### src/rtl/writeback_arbiter_pkg.sv
// Shared types and register-index constants for the writeback arbiter slice.
// Latency: n/a (types, constants and one helper only).
// Backpressure: n/a.
//
// The macro block below is the shared register-index header: `R_ZERO, `SP and
// the default slow-path FIFO depth `WB_FIFO_DEPTH. It is guarded so that
// re-inclusion elsewhere is harmless.
`ifndef WB_MACRO_DEFINES
`define WB_MACRO_DEFINES
`define R_ZERO        4'd0
`define SP            4'd14
`define WB_FIFO_DEPTH 2
`endif

package writeback_arbiter_pkg;

    localparam int REG_W    = 4;
    localparam int DATA_W   = 16;
    localparam int NUM_REGS = 1 << REG_W;

    typedef logic [REG_W-1:0]  reg_idx_t;
    typedef logic [DATA_W-1:0] data_t;

    // One buffered slow-path result: destination register plus value.
    typedef struct packed {
        reg_idx_t rd;
        data_t    data;
    } wb_entry_t;

    function automatic logic is_zero_reg(input reg_idx_t r);
        return r == `R_ZERO;
    endfunction

endpackage

### src/rtl/writeback_arbiter_if.sv
// Bundles every writeback-stage signal: ALU stream, slow stream, issue/check, regfile port, bypass.
// Latency: n/a (wires only).
// Backpressure: ld_ready on the slow stream; the ALU stream only sees alu_stall (one cycle ahead).
//
// Modports: slave  = arbiter side (consumes results, drives the register file)
//           master = producer/regfile side (offers results, reads hazard/bypass)
interface writeback_arbiter_if;
    import writeback_arbiter_pkg::*;

    logic     alu_valid;
    reg_idx_t alu_reg;
    data_t    alu_data;
    logic     alu_stall;

    logic     ld_valid;
    logic     ld_ready;
    reg_idx_t ld_reg;
    data_t    ld_data;

    logic     iss_valid;
    reg_idx_t iss_reg;
    reg_idx_t chk_reg1;
    reg_idx_t chk_reg2;
    logic     hazard;

    logic     reg_write;
    reg_idx_t write_reg;
    data_t    write_data;

    reg_idx_t read_reg1;
    reg_idx_t read_reg2;
    data_t    read_data1;
    data_t    read_data2;
    data_t    byp_data1;
    data_t    byp_data2;

    modport slave (
        input  alu_valid, alu_reg, alu_data,
        output alu_stall,
        input  ld_valid, ld_reg, ld_data,
        output ld_ready,
        input  iss_valid, iss_reg, chk_reg1, chk_reg2,
        output hazard,
        output reg_write, write_reg, write_data,
        input  read_reg1, read_reg2, read_data1, read_data2,
        output byp_data1, byp_data2
    );

    modport master (
        output alu_valid, alu_reg, alu_data,
        input  alu_stall,
        output ld_valid, ld_reg, ld_data,
        input  ld_ready,
        output iss_valid, iss_reg, chk_reg1, chk_reg2,
        input  hazard,
        input  reg_write, write_reg, write_data,
        output read_reg1, read_reg2, read_data1, read_data2,
        input  byp_data1, byp_data2
    );

endinterface

### src/rtl/writeback_arbiter_wb_fifo.sv
// Small synchronous FIFO for buffered slow-path {reg,data} results.
// Latency: pushed entry visible at pop_dat the cycle after the push (no cut-through).
// Backpressure: full asserted at DEPTH entries; push while full and pop while empty are ignored.
//
// Ports: clk, reset (sync, active-high), push/push_dat, pop/pop_dat, full, empty.
// DEPTH must be a power of two >= 2 so the pointers wrap by plain overflow.
module wb_fifo #(
    parameter int WIDTH = 20,
    parameter int DEPTH = 2
) (
    input  logic             clk,
    input  logic             reset,
    input  logic             push,
    input  logic [WIDTH-1:0] push_dat,
    input  logic             pop,
    output logic [WIDTH-1:0] pop_dat,
    output logic             full,
    output logic             empty
);

    localparam int AW = $clog2(DEPTH);
    localparam int CW = AW + 1;

    logic [WIDTH-1:0] mem [DEPTH];
    logic [AW-1:0]    wr_ptr;
    logic [AW-1:0]    rd_ptr;
    logic [CW-1:0]    count;
    logic             do_push;
    logic             do_pop;

    assign full    = (count == CW'(DEPTH));
    assign empty   = (count == '0);
    assign do_push = push && !full;
    assign do_pop  = pop && !empty;
    assign pop_dat = mem[rd_ptr];

    // Storage needs no reset: count gates every read of it.
    always_ff @(posedge clk) begin
        if (do_push) begin
            mem[wr_ptr] <= push_dat;
        end
    end

    always_ff @(posedge clk) begin
        if (reset) begin
            wr_ptr <= '0;
            rd_ptr <= '0;
            count  <= '0;
        end else begin
            if (do_push) begin
                wr_ptr <= wr_ptr + 1'b1;
            end
            if (do_pop) begin
                rd_ptr <= rd_ptr + 1'b1;
            end
            case ({do_push, do_pop})
                2'b10:   count <= count + 1'b1;
                2'b01:   count <= count - 1'b1;
                default: count <= count;
            endcase
        end
    end

endmodule

### src/rtl/writeback_arbiter.sv
// Sole driver of the regfile write port: merges the ALU stream with the buffered slow stream,
// Latency: winner in cycle N appears on reg_write/write_reg/write_data in N+1 (slow path adds one FIFO cycle).
// Backpressure: ld_ready = !full (0 in reset); alu_stall pulses after STARVE_MAX starved cycles.
//
// Ports: clk, reset (sync, active-high), wb (writeback_arbiter_if.slave).
// Build option: WB_BYPASS_EN forwards the registered write into byp_data1/2 when it
// matches the read address; without it byp_dataX is just read_dataX.
// A pending-write scoreboard drives hazard for decode RAW stalls.
module writeback_arbiter
    import writeback_arbiter_pkg::*;
#(
    parameter int FIFO_DEPTH = `WB_FIFO_DEPTH,
    parameter int STARVE_MAX = 4
) (
    input  logic                clk,
    input  logic                reset,
    writeback_arbiter_if.slave  wb
);

    localparam int SW = $clog2(STARVE_MAX + 1);

    wb_entry_t             push_dat;
    wb_entry_t             head;
    logic                  fifo_full;
    logic                  fifo_empty;
    logic                  push;
    logic                  alu_win;
    logic                  slow_win;

    logic [SW-1:0]         starve_cnt;
    logic [SW-1:0]         starve_nxt;
    logic                  alu_stall_q;

    logic [NUM_REGS-1:0]   pending;
    logic [NUM_REGS-1:0]   pending_nxt;

    logic                  reg_write_q;
    reg_idx_t              write_reg_q;
    data_t                 write_data_q;
    logic                  slow_wb_q;

    assign wb.ld_ready = !reset && !fifo_full;
    assign push        = wb.ld_valid && wb.ld_ready;
    assign push_dat    = '{rd: wb.ld_reg, data: wb.ld_data};

    // ALU results cannot be held off, so they always win; the FIFO head
    // drains on any cycle the ALU is idle.
    assign alu_win  = wb.alu_valid;
    assign slow_win = !wb.alu_valid && !fifo_empty;

    wb_fifo #(
        .WIDTH ($bits(wb_entry_t)),
        .DEPTH (FIFO_DEPTH)
    ) u_fifo (
        .clk      (clk),
        .reset    (reset),
        .push     (push),
        .push_dat (push_dat),
        .pop      (slow_win),
        .pop_dat  (head),
        .full     (fifo_full),
        .empty    (fifo_empty)
    );

    // Starvation counter saturates at STARVE_MAX so a misbehaving upstream
    // that ignores alu_stall keeps re-triggering the stall pulse.
    always_comb begin
        starve_nxt = starve_cnt;
        if (slow_win) begin
            starve_nxt = '0;
        end else if (alu_win && !fifo_empty && (starve_cnt != SW'(STARVE_MAX))) begin
            starve_nxt = starve_cnt + 1'b1;
        end
    end

    // Clear on a committed slow write first, then set, so a same-register
    // issue in the commit cycle leaves the bit pending.
    always_comb begin
        pending_nxt = pending;
        if (reg_write_q && slow_wb_q) begin
            pending_nxt[write_reg_q] = 1'b0;
        end
        if (wb.iss_valid && !is_zero_reg(wb.iss_reg)) begin
            pending_nxt[wb.iss_reg] = 1'b1;
        end
    end

    always_ff @(posedge clk) begin
        if (reset) begin
            reg_write_q  <= 1'b0;
            write_reg_q  <= '0;
            write_data_q <= '0;
            slow_wb_q    <= 1'b0;
            alu_stall_q  <= 1'b0;
            starve_cnt   <= '0;
            pending      <= '0;
        end else begin
            starve_cnt  <= starve_nxt;
            // One-cycle pulse: high the cycle the count reaches the limit.
            alu_stall_q <= (starve_nxt == SW'(STARVE_MAX)) && !alu_stall_q;
            pending     <= pending_nxt;
            slow_wb_q   <= slow_win;
            if (alu_win) begin
                reg_write_q  <= !is_zero_reg(wb.alu_reg);
                write_reg_q  <= wb.alu_reg;
                write_data_q <= wb.alu_data;
            end else if (slow_win) begin
                // r0 entries still pop; the write enable is simply dropped.
                reg_write_q  <= !is_zero_reg(head.rd);
                write_reg_q  <= head.rd;
                write_data_q <= head.data;
            end else begin
                reg_write_q  <= 1'b0;
            end
        end
    end

    assign wb.reg_write  = reg_write_q;
    assign wb.write_reg  = write_reg_q;
    assign wb.write_data = write_data_q;
    assign wb.alu_stall  = alu_stall_q;

    assign wb.hazard = (!is_zero_reg(wb.chk_reg1) && pending[wb.chk_reg1]) ||
                       (!is_zero_reg(wb.chk_reg2) && pending[wb.chk_reg2]);

`ifdef WB_BYPASS_EN
    assign wb.byp_data1 = (reg_write_q && (write_reg_q == wb.read_reg1) && !is_zero_reg(write_reg_q))
                          ? write_data_q : wb.read_data1;
    assign wb.byp_data2 = (reg_write_q && (write_reg_q == wb.read_reg2) && !is_zero_reg(write_reg_q))
                          ? write_data_q : wb.read_data2;
`else
    assign wb.byp_data1 = wb.read_data1;
    assign wb.byp_data2 = wb.read_data2;
    logic unused_read_regs;
    assign unused_read_regs = &{1'b0, wb.read_reg1, wb.read_reg2};
`endif

endmodule

### src/flat_wrapper.sv
// flat-port wrapper written by rule: the top's interface ports become plain ports
module writeback_arbiter_flat import writeback_arbiter_pkg::*;
#(
    parameter int FIFO_DEPTH = `WB_FIFO_DEPTH,
    parameter int STARVE_MAX = 4
)
  (clk, reset, wb_alu_valid, wb_alu_reg, wb_alu_data, wb_alu_stall, wb_ld_valid, wb_ld_reg, wb_ld_data, wb_ld_ready, wb_iss_valid, wb_iss_reg, wb_chk_reg1, wb_chk_reg2, wb_hazard, wb_reg_write, wb_write_reg, wb_write_data, wb_read_reg1, wb_read_reg2, wb_read_data1, wb_read_data2, wb_byp_data1, wb_byp_data2);
  writeback_arbiter_if wb_i ();
  input  logic clk;
  input  logic reset;
  input wire logic [$bits(wb_i.alu_valid)-1:0] wb_alu_valid;
  input wire logic [$bits(wb_i.alu_reg)-1:0] wb_alu_reg;
  input wire logic [$bits(wb_i.alu_data)-1:0] wb_alu_data;
  output wire logic [$bits(wb_i.alu_stall)-1:0] wb_alu_stall;
  input wire logic [$bits(wb_i.ld_valid)-1:0] wb_ld_valid;
  input wire logic [$bits(wb_i.ld_reg)-1:0] wb_ld_reg;
  input wire logic [$bits(wb_i.ld_data)-1:0] wb_ld_data;
  output wire logic [$bits(wb_i.ld_ready)-1:0] wb_ld_ready;
  input wire logic [$bits(wb_i.iss_valid)-1:0] wb_iss_valid;
  input wire logic [$bits(wb_i.iss_reg)-1:0] wb_iss_reg;
  input wire logic [$bits(wb_i.chk_reg1)-1:0] wb_chk_reg1;
  input wire logic [$bits(wb_i.chk_reg2)-1:0] wb_chk_reg2;
  output wire logic [$bits(wb_i.hazard)-1:0] wb_hazard;
  output wire logic [$bits(wb_i.reg_write)-1:0] wb_reg_write;
  output wire logic [$bits(wb_i.write_reg)-1:0] wb_write_reg;
  output wire logic [$bits(wb_i.write_data)-1:0] wb_write_data;
  input wire logic [$bits(wb_i.read_reg1)-1:0] wb_read_reg1;
  input wire logic [$bits(wb_i.read_reg2)-1:0] wb_read_reg2;
  input wire logic [$bits(wb_i.read_data1)-1:0] wb_read_data1;
  input wire logic [$bits(wb_i.read_data2)-1:0] wb_read_data2;
  output wire logic [$bits(wb_i.byp_data1)-1:0] wb_byp_data1;
  output wire logic [$bits(wb_i.byp_data2)-1:0] wb_byp_data2;
  assign wb_i.alu_valid = wb_alu_valid;
  assign wb_i.alu_reg = wb_alu_reg;
  assign wb_i.alu_data = wb_alu_data;
  assign wb_alu_stall = wb_i.alu_stall;
  assign wb_i.ld_valid = wb_ld_valid;
  assign wb_i.ld_reg = wb_ld_reg;
  assign wb_i.ld_data = wb_ld_data;
  assign wb_ld_ready = wb_i.ld_ready;
  assign wb_i.iss_valid = wb_iss_valid;
  assign wb_i.iss_reg = wb_iss_reg;
  assign wb_i.chk_reg1 = wb_chk_reg1;
  assign wb_i.chk_reg2 = wb_chk_reg2;
  assign wb_hazard = wb_i.hazard;
  assign wb_reg_write = wb_i.reg_write;
  assign wb_write_reg = wb_i.write_reg;
  assign wb_write_data = wb_i.write_data;
  assign wb_i.read_reg1 = wb_read_reg1;
  assign wb_i.read_reg2 = wb_read_reg2;
  assign wb_i.read_data1 = wb_read_data1;
  assign wb_i.read_data2 = wb_read_data2;
  assign wb_byp_data1 = wb_i.byp_data1;
  assign wb_byp_data2 = wb_i.byp_data2;
  writeback_arbiter #(.FIFO_DEPTH(FIFO_DEPTH), .STARVE_MAX(STARVE_MAX)) u_core (.clk(clk), .reset(reset), .wb(wb_i));
endmodule
### config.mk
export PLATFORM = sky130hd
export DESIGN_NAME = writeback_arbiter_flat
export DESIGN_NICKNAME = d
export VERILOG_FILES = /design/src/rtl/writeback_arbiter_pkg.sv /design/src/rtl/writeback_arbiter_if.sv /design/src/rtl/writeback_arbiter_wb_fifo.sv /design/src/rtl/writeback_arbiter.sv /design/src/flat_wrapper.sv
export SDC_FILE = /design/constraint.sdc
export NUM_CORES = 1
export LEC_CHECK = 0
export CELL_PAD_IN_SITES_DETAIL_PLACEMENT = 0
export CELL_PAD_IN_SITES_GLOBAL_PLACEMENT = 1
export CORE_ASPECT_RATIO = 0.7
export CORE_MARGIN = 1.5
export CORE_UTILIZATION = 27
export DETAILED_ROUTE_END_ITERATION = 12
export GPL_TIMING_DRIVEN = 0
export HOLD_SLACK_MARGIN = 0.03
export PLACE_DENSITY_LB_ADDON = 0.2
export SLEW_MARGIN = 20
export SYNTH_ARGS = -nofsm -noshare
export SYNTH_HDL_FRONTEND = slang
export SYNTH_SLANG_ARGS = --single-unit
### constraint.sdc
create_clock -name clk -period 2.9 [get_ports clk]
set_clock_uncertainty 0.15 [all_clocks]
set_input_delay 0.725 -clock clk [delete_from_list [all_inputs] [get_ports clk]]
set_output_delay 0.725 -clock clk [all_outputs]
set_load 0.03 [all_outputs]
=== Word-level counts from Yosys, hierarchy flattened ===
Memories as Yosys holds them, arrays and structs flattened. A register that Yosys moved wholly into a read port is not among the register bits.
Index checks and enable logic that the tools add are counted.
W data, S select, Z words.

* Register bits: 46
* Bits in latches: 0
* Memory bits (writable): 40
* ROM bits: 0
* Input port bits: 97
* Output and inout bits: 56
* Logic and storage cells: 86
* Memories kept: 1

{| class="wikitable"
|+ Memories
! name !! words !! bits a word !! rd ports !! clocked after Yosys merged registers in !! wr ports !! RTL line !! RTL
|-
| u_core.u_fifo.mem || 2 || 20 || 1 || 1 || 1 || writeback_arbiter_wb_fifo.sv:24 || <nowiki>logic [WIDTH-1:0] mem [DEPTH];</nowiki>
|}

* $add $sub $neg: 5
* Multipliers: 0
* Div/mod/pow operators: 0
* Magnitude comparators: 6
* Equality and inequality tests: 5
* Shift operators: 0
* Mux-type cells: 23
* Bitwise operators: 3
* Reduce and logical (&&, ||, !) cells: 33

{| class="wikitable"
|+ Operators with widths
! cell !! count
|-
| $mux W16 || 4
|-
| $logic_not A4 Y1 || 5
|-
| $lt A4 B5 Y1 const B || 4
|-
| $and A16 B16 Y16 || 1
|-
| $not A16 Y16 || 1
|-
| $or A16 B16 Y16 || 1
|-
| $logic_and A1 B1 Y1 || 14
|-
| $logic_not A1 Y1 || 10
|-
| $mux W1 || 10
|-
| $bmux W1 S4 || 2
|-
| $demux W1 S4 || 2
|-
| $ge A4 B1 Y1 const B || 2
|-
| $mux W4 || 2
|-
| $mux W3 || 2
|-
| $eq A2 B2 Y1 const B || 2
|-
| $pmux W2 S2 || 1
|-
| $reduce_bool A2 Y1 || 2
|-
| $add A3 B1 Y3 const B || 1
|-
| $eq A3 B3 Y1 const B || 1
|-
| $ne A3 B3 Y1 const B || 1
|-
| $add A1 B1 Y1 const B || 2
|-
| $add A2 B1 Y2 const B || 1
|-
| $eq A2 B1 Y1 const B || 1
|-
| $logic_not A2 Y1 || 1
|-
| 2 further kinds || 2
|}

=== Depth between registers and ports, before layout ===
Gate-level depths: netlist of the first run.

* Depth in word-level cells: 9
* Gate-level depth with buffers: 7
* Mapped depth without buffers: 6

=== Modules after synthesis ===
Synthesis of the first run repeated with hierarchy kept, for this count alone.

* Cell total of the unflattened synthesis: 376
* Area, all modules: 3996.3 um2

{| class="wikitable"
|+ Modules (own cells, without submodules)
! module !! times used !! cells each !! area an instance (um2) !! sequential area each (um2)
|-
| writeback_arbiter || 1 || 288 || 2336.0 || 820.8
|-
| wb_fifo || 1 || 88 || 1660.3 || 1301.2
|}

=== Worst setup path before layout of the first run ===
OpenSTA, ideal clock, no wires.

* Path kind: input to output
* Start: input port wb_chk_reg2[0]
* End: output port wb_hazard
* Data arrival time: 1869 ps
* Required time: 2025 ps
* Slack: 156 ps
* Cell stages on the path: 4
* Buffers on the path: 0
* Path through: mux4_1 mux2_2 nand2_1 nand4_1

* Longest elaborated chain between the ends: 4
* Elaborated cells on any way between the ends: 6
* Classes of those cells: mux (2); reduce/logical (4)

{| class="wikitable"
|+ RTL lines
! element !! RTL line !! RTL
|-
| start, declared || flat_wrapper.sv:22 || <nowiki>input wire logic [$bits(wb_i.chk_reg2)-1:0] wb_chk_reg2;</nowiki>
|-
| $bmux W1 S4 or $logic_not A4 Y1 (tied branches) || - ||
|-
| $mux W1 (implied by the code) or $logic_not A1 Y1 (tied branches) || writeback_arbiter.sv:124 || <nowiki>(!is_zero_reg(wb.chk_reg2) && pending[wb.chk_reg2]);</nowiki>
|-
| $logic_and A1 B1 Y1 * || writeback_arbiter.sv:124 ||
|-
| $logic_or A1 B1 Y1 * || writeback_arbiter.sv:123 || <nowiki>assign wb.hazard = (!is_zero_reg(wb.chk_reg1) && pending[wb.chk_reg1]) ||</nowiki>
|-
| end, declared || flat_wrapper.sv:23 || <nowiki>output wire logic [$bits(wb_i.hazard)-1:0] wb_hazard;</nowiki>
|}

Every way passes the cells marked *; elsewhere a longest branch is shown, timed or not. The select of a mux whose other input is x is not followed.

=== Final worst setup path of the first run ===
Same ends and word-level chain as after synthesis.

==> results of run 1 <==
==> cell usage in the layout (no fill, tap or decap), drive strengths merged, types with 2 or more instances in the layout <==
master and n:
inv 11, nor2 29, a31oi 3, or3 2
nand2 39, o21ai 18, mux4 5, ha 3
nor3b 2, xnor2 4, nand4b 2, edfxtp 40
nand3 7, a21oi 37, and3 2, nor2b 3
buf 45, or2 2, nand2b 2, a221o 2
dlygate4sd2 4, nor3 5, mux2i 22, clkinvlp 2
clkdlybuf4s50 103, mux2 4, nand4 2, a211o 19
dfxtp 46, clkbuf 19
==> tightest hold or removal path, delay by kind of cell (launching register included) <==
family,cells,cell delay [ps]
DFF,1,320
AOI/OAI and AO/OA,1,90
buffers and inverters,1,40
==> timing repair <==
action                     in CTS  in global routing
setup endpoints to repair       1                  1
buffers inserted                0                  0
resized for setup              18                  5
hold endpoints to repair        0                  0
==> stage by stage <==
| stage | setup slack (ps) | setup TNS (ps) | std cells |
|---|---|---|---|
| finish | 70.9 | 0 | 691 |
| global route | 8.90 | 0 | 691 |
| CTS | 13.6 | 0 | 691 |
| detailed placement | -927 | -927 | 675 |
| global placement | -953 | -26640 | 675 |
| floorplan | 156 | 0 | 370 |
==> logic make-up after synthesis <==
group,Yosys count,synth area share
buffers and inverters,60,0.0992
DFF,86,0.529
muxes,31,0.0970
xor gates and xnor gates,5,0.0109
AOI/OAI and AO/OA,86,0.140
adders and majority gates,3,0.00936
and+or+nand+nor,99,0.115
==> per-layer routing <==
layer | vias to the layer above | part of all wire | wire length (um) | global-route usage
li1 | 1541 | - | - | -
met1 | 1511 | 0.48 | 5200 | 0.193
met2 | 117 | 0.43 | 4680 | 0.216
met3 | 9 | 0.070 | 753 | 0.0402
met4 | 0 | 0.012 | 127 | 0.0424
met5 | - | 0 | 0 | 0
==> layout make-up <==
| class | count | area share |
|---|---|---|
| clock inverters | 5 | 0.0102 |
| flip-flops and latches | 86 | 0.375 |
| clock buffers | 11 | 0.0429 |
| repair buffers | 110 | 0.193 |
| plain buffers | 50 | 0.0637 |
| multi-input cells | 224 | 0.265 |
| well taps | 195 | 0.0432 |
| inverters | 10 | 0.00664 |
==> how the worst max path moves through the flow <==
stage | startpoint | to | slack [ps] | depth (start not counted)
after global placement | wb_chk_reg2[0] | wb_hazard | -950 | 6
after global routing | wb_chk_reg2[0] | wb_hazard | 9 | 6
after CTS | wb_chk_reg1[0] | wb_hazard | 10 | 6
final | wb_chk_reg2[0] | wb_hazard | 70 | 6
after detailed placement | wb_chk_reg2[0] | wb_hazard | -930 | 6
after floorplan | wb_chk_reg2[0] | wb_hazard | 160 | 4
==> power by group through the flow <==
stage,sequential [mW],clock [mW],combinational (mW)
2_1_floorplan,1.59,0,0.771
3_3_place_gp,1.50,0,1.28
3_5_place_dp,1.51,0,1.30
4_1_cts,1.48,1.19,1.30
5_1_grt,1.50,1.24,1.40
6_report,1.48,1.16,1.28
==> results.ini, run 1 <==
[final_layout]
multi_input_comb_area_sq_mm=0.00150
n_antenna_cell=0
largest_reg_flops=40
fin_nets=591
drive_gt1_frac=0.149
register_area_sq_mm=0.00212
nFillCells=1450
top_register=u_core.u_fifo.mem
area_growth_pct=40.9
post-route-util=0.388
final_area_sq_mm=0.00565

[timing]
period_needed_ps=2830
setup_viol=0
hold_viol_final=0
period_share=0.976
whs_ps=347
rsz0062_at_grt=false
max_freq_mhz=353
drv_slew=0
max_slew.worst_pin.slew_ps=683
slew_headroom=0.543

[drt]
wl_per_cell_um=15.6
via_count=3178
drc_errors=0
first_iter_violations=192
first_pass_iters=4
routed_wirelength_mm=10.8
final_antenna_net_count=0
viasPerCell=4.60

[power_and_ir_drop]
power_mw=3.92
power.density_mw_per_mm2=694
p_leak_nw=2.02
p_comb_frac=0.327
switching_share=0.317
vdd_drop_max_mv=0.321
p_clk_frac=0.295
power.share.sequential=0.378
p_int_mw=2.68
p_sw_mw=1.24

[place]
gp_congestion=0.869
dp.final_hpwl_mm=7.88
postPlaceCellArea_sq_mm=0.00537
numPortBuffers=110

[grt]
grt_max_degree=21
grt_usage=0.141
grt_pass1_vias=3129
grt_first_pass_wirelength_mm=16.6
antenna_found_initial=0
grt-ovfl-total=0

[cts]
ctsHtreeMaxLevel=3
clk_root_buffer_cell=clkbuf_16
cts_tree=yes
clk_pin_slew_ps=60
cts_buffers=9
worst_skew_pair.late_latency_ps=340
cts.sinks=86
ctsLongestPathBuffers=2
cts_hold_buf=0

[hold_path]
min_to=u_core.wb.alu_stall
hp-class=flip-flop to flip-flop
hold_depth=2
hp-start=u_core.wb.alu_stall

[floorplanning]
dieArea_sq_mm=0.0156
core_sq_mm=0.0146
fp-row-count=37
die_w_um=149
io_pins=153
start_util=0.275
fp.dieH_um=105

[synthesis]
ys.flop_type=dfxtp_1
synth_area_leaders=edfxtp_1 30%, dfxtp_1 23%, buf_4 6.0%
synth_seq_cells=86
yosysMostFrequentCell=dfxtp_1
seq_area_frac_synth=0.529
synth_fp_nets=470
synth_top_area_cell=edfxtp_1
synth_cell_type_count=45
syn_area_sq_mm=0.00401
async_reset_ff_frac=0
syn_avg_cell_area_sq_um=10.8
synthCells=370
yosysTopAreaCellShare=0.299
synth_edf_count=40
synthTopCellsByCount=46 x dfxtp_1, 40 x edfxtp_1, 39 x nand2_1, 36 x a21oi_1, 32 x buf_4
ys_warn_count=0

[flow_run]
drv_cap=0

[worst_setup_path]
end_kind=output port
critical_path.max_fanout=5
crit_chain=buf_4 -> mux4_2 -> mux2_2 -> nand2_1 -> nand4_1 -> buf_6
r2r-start=u_core.u_fifo.count[1]
required_ps=2030
crit_slowest_cell=mux4_2
r2r_slack_ps=820
worstReg2RegEnd=u_core.u_fifo.count[1]
worst_ep_arrival_time_ps=1950
crit_type=input pin to output port
max_stage_delay_ps=490
start_kind=input pin
cp_top_family=multiplexers
worst_r2r_path_depth=5
worst-path-buf-inv=2

[run_status]
status=finished, final reports clean

No activity file was read; power rests on OpenSTA's default activity.
==> inputs of run 2 (changes only) <==
--- a/config.mk
+++ b/config.mk
@@ -5,11 +5,13 @@
 export SDC_FILE = /design/constraint.sdc
 export NUM_CORES = 1
 export LEC_CHECK = 0
+export ABC_AREA = 1
 export CELL_PAD_IN_SITES_DETAIL_PLACEMENT = 0
 export CELL_PAD_IN_SITES_GLOBAL_PLACEMENT = 1
 export CORE_ASPECT_RATIO = 0.7
 export CORE_MARGIN = 1.5
 export CORE_UTILIZATION = 27
+export CTS_BUF_LIST = sky130_fd_sc_hd__clkbuf_8 sky130_fd_sc_hd__clkbuf_16
 export DETAILED_ROUTE_END_ITERATION = 12
 export GPL_TIMING_DRIVEN = 0
 export HOLD_SLACK_MARGIN = 0.03
==> constraint.sdc (replaced) <==
create_clock -name clk -period 2.5 [get_ports clk]
set_clock_uncertainty 0.15 [all_clocks]
set_input_delay 0.625 -clock clk [delete_from_list [all_inputs] [get_ports clk]]
set_output_delay 0.625 -clock clk [all_outputs]
set_load 0.03 [all_outputs]
==> run 2 against run 1 <==
Against the previous run: setup slack improved by 82 ps; largest power group unchanged; critical path type unchanged; combinational power is 12% higher; design area is 2.7% higher.
==> results.ini, run 2 <==
[synthesis]
synth_fp_nets=585
synth_cell_type_count=33
synthTopCellsByCount=84 x nand2_1, 67 x inv_1, 47 x a21oi_1, 46 x dfxtp_1, 42 x nand3_1
ys_warn_count=0
yosysTopAreaCellShare=0.290
async_reset_ff_frac=0
syn_avg_cell_area_sq_um=8.54
syn_area_sq_mm=0.00414
synth_area_leaders=edfxtp_1 29%, dfxtp_1 22%, nand2_1 7.6%
seq_area_frac_synth=0.513
synth_top_area_cell=edfxtp_1
synth_edf_count=40
synthCells=485
yosysMostFrequentCell=nand2_1
synth_seq_cells=86
ys.flop_type=dfxtp_1

[worst_setup_path]
worst-path-buf-inv=4
max_stage_delay_ps=250
crit_slowest_cell=clkdlybuf4s15_2
r2r_slack_ps=500
crit_chain=clkdlybuf4s15_2 -> inv_4 -> nand2_1 -> nand3_1 -> nand3_1 -> nand3_1 -> nand2_1 -> inv_1 -> nand2_1 -> buf_6
required_ps=1730
worst_ep_arrival_time_ps=1570
start_kind=input pin
critical_path.max_fanout=7
cp_top_family=buffers and inverters
end_kind=output port
crit_type=input pin to output port

[final_layout]
final_area_sq_mm=0.00581
n_antenna_cell=0
top_register=u_core.u_fifo.mem
post-route-util=0.391
final_cell_mix=102 x clkdlybuf4s50_1, 84 x nand2_1, 65 x inv_1
drive_gt1_frac=0.144
layout_commonest_cell=clkdlybuf4s50_1
area_growth_pct=40.3
largest_reg_flops=40
fin_nets=706

[timing]
setup_viol=0
period_share=0.939
period_needed_ps=2350
max_freq_mhz=426
setup_slack_ps=153
drv_slew=0
hold_viol_final=0
setup-tns-final_ps=0
slew_headroom=0.564
rsz0062_at_grt=false
max_slew.worst_pin.slew_ps=652

[floorplanning]
fp.dieH_um=107
start_util=0.279
dieArea_sq_mm=0.0161
die_w_um=151
fp-row-count=37
core_sq_mm=0.0149
io_pins=153

[power_and_ir_drop]
vdd_drop_max_mv=0.351
power.density_mw_per_mm2=789
p_leak_nw=2.35

[drt]
first_pass_iters=4
wl_per_cell_um=14.6
viasPerCell=4.43
final_antenna_net_count=0
routed_wirelength_mm=11.8
first_iter_violations=245
via_count=3571
drc_errors=0

[grt]
grt_usage=0.148
grt_pass1_vias=3397
grt_max_degree=21
grt_first_pass_wirelength_mm=17.8
antenna_found_initial=0
grt-ovfl-total=0

[place]
dp.final_hpwl_mm=9.05
dp_slack_ps=-837
gp_congestion=0.856
numPortBuffers=109
postPlaceCellArea_sq_mm=0.00550

[flow_run]
drv_cap=0

[cts]
cts_hold_buf=0
clk_pin_slew_ps=60
clk_root_buffer_cell=clkbuf_16
cts_tree=yes
cts.sinks=86
cts_buffers=9
worst_skew_pair.late_latency_ps=340
ctsHtreeMaxLevel=3
ctsLongestPathBuffers=2

[hold_path]
hp-class=flip-flop to flip-flop

[run_status]
status=finished, final reports clean

[run 2: cell count changes after synthesis, moves of 19 or more]
cell / previous run / this run
nand3_1: 6 / 42
a211o_1: 19 / 0
mux2i_1: 22 / 0
nand2_1: 39 / 84
inv_1: 10 / 67
o21ai_0: 18 / 40
[run 2: per-stage QoR]
stage	cells	power, mW	hold slack [ps]
after floorplan	485	2.67	300
after global placement	789	3.21	320
after global routing	806	4.84	346
after CTS	806	4.64	339
final	806	4.58	334
after detailed placement	790	3.24	329
[run 2: cells by family (layout without fill, tap and decap cells)]
family / count (synthesis) / in the layout / synth area share
buffers and inverters: 120 / 246 / 0.148
AO/OA/AOI/OAI: 110 / 110 / 0.147
XOR/XNOR: 1 / 1 / 0.00212
adder cells (fa/ha/maj): 3 / 3 / 0.00907
AND/OR/NAND/NOR: 163 / 163 / 0.176
flip-flops: 86 / 86 / 0.513
multiplexers: 2 / 2 / 0.00544
[run 2: path summary, 6_finish.rpt]
path	from	to	cells past startpoint
max reg2reg	u_core.u_fifo.count[0]	u_core.u_fifo.mem[0][18]	5
max	wb_chk_reg2[0]	wb_hazard	10
min	u_core.pending[7]	u_core.pending[7]	2
min reg2reg	u_core.pending[7]	u_core.pending[7]	2
[run 2: final cells by class]
class / instances / area (sq um)
tap: 195 / 244
sequential: 86 / 2120
multi-input combinational: 279 / 1420
clock inverter: 7 / 90.1
timing repair buffer: 110 / 1090
clock buffer: 9 / 225
inverter: 72 / 278
buffer: 48 / 337
fill: 1506 / 9050
[run 2: what timing repair did]
| action | 4_1_cts | 5_1_grt |
|---|---|---|
| setup endpoints to repair | 2 | 1 |
| setup buffers | 0 | 0 |
| resized for setup | 15 | 7 |
[run 2: per-layer routing]
| metal | global-route usage | up-vias | wire length [um] |
|---|---|---|---|
| met5 | 0 | - | 0 |
| met4 | 0.0264 | 0 | 61 |
| met3 | 0.0438 | 7 | 848 |
| met2 | 0.220 | 135 | 4880 |
| met1 | 0.214 | 1608 | 5990 |
| li1 | - | 1821 | - |
[run 2: worst register-to-register path: stages, from the launching register on]
cell     delay [ps]
dfxtp_1         440
inv_2            70
a21oi_2         170
nand2_1         190
nor2_2          430
buf_6           260
[run 2: where the power goes]
part,switching (mW),leakage (nW),internal [mW],total (mW)
Sequential,0.114,0.744,1.64,1.76
Combinational,0.863,1.46,0.573,1.44
Clock,0.594,0.147,0.797,1.39
Total,1.57,2.35,3.01,4.58
